$ cat src/rtl/f_d_pipe_reg.sv
// rtl/f_d_pipe_reg.sv - Fetch/Decode pipeline register with delay-slot tracking, stall and flush
// Holds the fetched word for decode; F_BD flags the word now in fetch as a delay slot.
module f_d_pipe_reg #(
  parameter logic [31:0] HANDLER_PC = 32'h0000_4180,
  parameter logic [31:0] RESET_PC   = 32'h0000_3000,
  parameter int          EXC_W      = 5,
  parameter logic [EXC_W-1:0] EXC_ADEL = 5'd4
) (
  input  logic             clk,
  input  logic             reset,
  input  logic             req,
  input  logic             stall,
  input  logic [31:0]      F_pc,
  input  logic [31:0]      F_instr,
  input  logic             F_excAdEL,
  output logic [31:0]      D_pc,
  output logic [31:0]      D_instr,
  output logic [EXC_W-1:0] D_excCode,
  output logic             D_BD,
  output logic             D_valid,
  output logic             F_BD
);

  logic [5:0] opcode;
  logic [5:0] funct;
  logic       is_cti;

  assign opcode = D_instr[31:26];
  assign funct  = D_instr[5:0];

  // Branches, jumps, REGIMM (any rt) and jr/jalr all own a delay slot; eret does not.
  always_comb begin
    is_cti = 1'b0;
    unique case (opcode)
      6'b000001, 6'b000010, 6'b000011,
      6'b000100, 6'b000101, 6'b000110, 6'b000111: is_cti = 1'b1;
      6'b000000: is_cti = (funct == 6'b001000) || (funct == 6'b001001);
      default:   is_cti = 1'b0;
    endcase
  end

  // Bubbles carry D_instr=0, so gating with D_valid only guards against stray reset/flush contents.
  assign F_BD = D_valid & is_cti;

  always_ff @(posedge clk) begin
    if (reset) begin
      D_pc      <= RESET_PC;
      D_instr   <= '0;
      D_excCode <= '0;
      D_BD      <= 1'b0;
      D_valid   <= 1'b0;
    end else if (req) begin
      D_pc      <= HANDLER_PC;
      D_instr   <= '0;
      D_excCode <= '0;
      D_BD      <= 1'b0;
      D_valid   <= 1'b0;
    end else if (!stall) begin
      D_pc      <= F_pc;
      D_instr   <= F_excAdEL ? 32'h0 : F_instr;
      D_excCode <= F_excAdEL ? EXC_ADEL : '0;
      D_BD      <= F_BD;
      D_valid   <= 1'b1;
    end
  end

endmodule

$ cat config.mk
export PLATFORM = sky130hd
export DESIGN_NAME = f_d_pipe_reg
export DESIGN_NICKNAME = d
export VERILOG_FILES = /design/src/rtl/f_d_pipe_reg.sv
export SDC_FILE = /design/constraint.sdc
export NUM_CORES = 1
export LEC_CHECK = 0
export CORE_UTILIZATION = 28
export CTS_BUF_LIST = sky130_fd_sc_hd__clkbuf_4 sky130_fd_sc_hd__clkbuf_8
export DETAILED_ROUTE_END_ITERATION = 16
export SLEW_MARGIN = 10
export SYNTH_ARGS = -nofsm -noshare
export SYNTH_HDL_FRONTEND = slang
export SYNTH_SLANG_ARGS = --single-unit
$ cat constraint.sdc
create_clock -name clk -period 1.8 [get_ports clk]
set_input_delay 0.18 -clock clk [delete_from_list [all_inputs] [get_ports clk]]
set_output_delay 0.18 -clock clk [all_outputs]
set_load 0.03 [all_outputs]
==> impl_results.md <==
- Cell Pwr Density: roughly 800 nW/um^2
- WL/cell: 13.2 um
- Path depth of the worst reg2reg path: 3
- WS Path Type: register to output pin
- Critical Path Sink Type: output pin
- Final hold vios: 0
- Die ar.: 8860 um^2
- Final WS setup: 85.6 ps
- CTS buffer count: 9
- CP Launch Type: register
- Leading area contributor after synthesis: dfxtp_1
- CP Max Fanout: 2
- NumNets Final: 440
- Count leader, synth: dfxtp_1
- Antenna violations before repair: 0
- Core ar.: roughly 8000 um^2
- Synth Warn #: 0
- Total Power: 3.34 mW
- Synth-to-Final Area Change: 71.4%
- Fmax: 583 MHz
- # clock sinks: 67
- Number of global-route vias before repair: 1905
- EDFF count, synth: 0
- Row cnt: 33
- # Post-CTS Setup Buffers: 0
- Worst r2r dst: D_BD
- First DRT Iteration DRCs: 32
- Reg2reg start: D_valid
- # IOs: 141
- First-pass GRT wire length: 9.63 mm
- GRT Total Usage: 14.2%
- Post-DRT Antenna Nets: 0
- Final Skew: ~2.3 ps
- Setup violations, final: 0
- Status: complete, no violations
- Starting Density: between 20% and 30%
- Die width: 94.1 um
- Yosys top cell area share: 56.4%
- Mapped Cells: 235
- Period minus WS final: 1710 ps
- Critical Path AT: 1530 ps
- CP required: 1620 ps
- Reg clk slew, reported paths: approximately 70 ps
- Layout cell share with drive strength beyond 1: 8.78%
- Vert. Die Dim: 94.1 um
- Post-Route WL: between 6 and 7 mm
- FFs w/ async S/R, synth: 0%
- Peak supply drop: ~370 uV
- Buffers on Ports: 136
- CTS Hold Bufs: 0
- DR vias: 2123
- Synth top cells by count: 67 x dfxtp_1, 66 x nor2_1, 32 x a22oi_1
- Unique masters post-synth: 19
- DPL Wire Length: 4.52 mm
- # diodes: 0
- Sequential share of the synthesized area: 56.4%
- Slowest CP cell: or4_4
- R2r setup slk: 490 ps
- Ranking of synthesized cells by area: dfxtp_1 56%, mux2i_1 13%, nor2_1 10%, a22oi_1 10%, buf_2 3.4%
- Synth Flop Type: dfxtp_1
- Post-route DRC violation count: 0
- Later-pin clock latency in the skew report: 320 ps
- Hold endpoint: D_excCode[2]
- Register bit total from synthesis: 67
- Remaining Overflow, GRT: 0
- Type of the most critical hold path: input port to register
- DR vias/cell: ~4.4
- Mapped cell area: 2380 um^2
- Max incr delay on CP: 540 ps
- Crit-path cells: inv_1 -> or4_4 -> nor2_2 -> buf_4
- 1st-pass router iterations: 2
- Root buffer cell: clkbuf_8
- Dpl ws: 231 ps
- Slew Viols, Final: 0
- Largest net degree at the start of global routing: 41
- CTS max path bufs: 2
- Max_cap viols: 0
- Hold Startpoint: stall
- Final GP Congestion: 0.665
- Period utilization: around 95%
- CTS HTree Levels: 3
- Mean Syn Cell Area: 10.1 um^2
- Leakage: 1.57 nW
- Worst hold path depth: 3
- CTS tree: built
==> state kept, by name (all words and copies together), names as in the netlist <==
| signal | cells |
|---|---|
| D_BD | 1 |
| D_excCode | 1 |
| D_instr | 32 |
| D_pc | 32 |
| D_valid | 1 |
==> power breakdown <==
part	total (mW)	switching [mW]	internal [mW]
clock network	1.26	0.551	0.707
logic	0.528	0.246	0.282
registers	1.55	0.0231	1.53
==> through the flow <==
step / utilization, % / cells / hold slack (ps) / area [um^2] / setup TNS (ps)
2_1_floorplan: - / 238 / 252 / 2390 / 0
3_3_place_gp: 47.0 / 465 / 459 / 3860 / 0
3_5_place_dp: 47.0 / 465 / 467 / 3860 / 0
4_1_cts: 49.5 / 481 / 271 / 4070 / 0
5_1_grt: 49.6 / 481 / 299 / 4080 / -0.153
6_report: 49.6 / 481 / 282 / 4080 / 0
==> cells by family (layout without fill, tap and decap cells) <==
family,Yosys count,in the layout,synth area share [%]
and+or+nand+nor,73,73,12.5
DFF,67,67,56.4
AOI/OAI and AO/OA,40,40,13.0
muxes,30,30,12.6
buffers and inverters,24,162,5.26
other,1,4,0.158
==> per-layer routing <==
| metal | track usage [%] | wire [um] | vias up |
|---|---|---|---|
| met5 | 0 | 0 | - |
| met3 | 4.45 | 476 | 8 |
| li1 | - | - | 1070 |
| met2 | 21.8 | 2930 | 72 |
| met1 | 18.1 | 2890 | 973 |
| met4 | 5.77 | 74 | 0 |
==> layout by cell type, fill, tap and decap left out, types with 2 or more instances in the layout <==
cell type / synthesis / final
mux2i_1: 30 / 30
dfxtp_1: 67 / 67
clkinvlp_4: 0 / 2
nor2_2: 0 / 2
clkbuf_4: 0 / 2
buf_4: 4 / 7
conb_1: 1 / 4
a211oi_1: 3 / 3
nor2_1: 66 / 64
clkbuf_8: 0 / 10
buf_12: 0 / 3
inv_1: 2 / 2
a22oi_1: 32 / 32
nor2b_1: 3 / 3
o21bai_1: 2 / 2
clkdlybuf4s50_1: 0 / 134
==> area by class of cell <==
class	instances	area (um^2)
Inverter	2	7.51
Fill cell	787	4140
Timing Repair Buffer	144	1450
Sequential cell	67	1340
Clock buffer	12	153
Multi-Input combinational cell	147	938
Tap cell	105	131
Clock inverter	4	50.0
==> repair_timing <==
item / CTS / global route
pin swaps: 0 / 1
endpoints found under the setup margin: 1 / 1
resized for setup: 1 / 2
endpoints found under the hold margin: 0 / 0
==> worst max path at each step <==
stage	start	end	slack, ps	depth (start not counted)
2_1_floorplan	D_valid	F_BD	70	3
3_3_place_gp	reset	D_instr[12]	240	4
3_5_place_dp	reset	D_instr[7]	230	4
4_1_cts	D_instr[2]	F_BD	50	4
5_1_grt	D_valid	F_BD	-0.2	4
6_report	D_valid	F_BD	90	4
==> worst max-delay path: cells and delay by family, from the launching register on <==
kind	cells	cell delay, ps
and+or+nand+nor	2	670
DFF	1	330
buffers and inverters	2	220
Note: power is estimated with default switching activity, not from simulation.
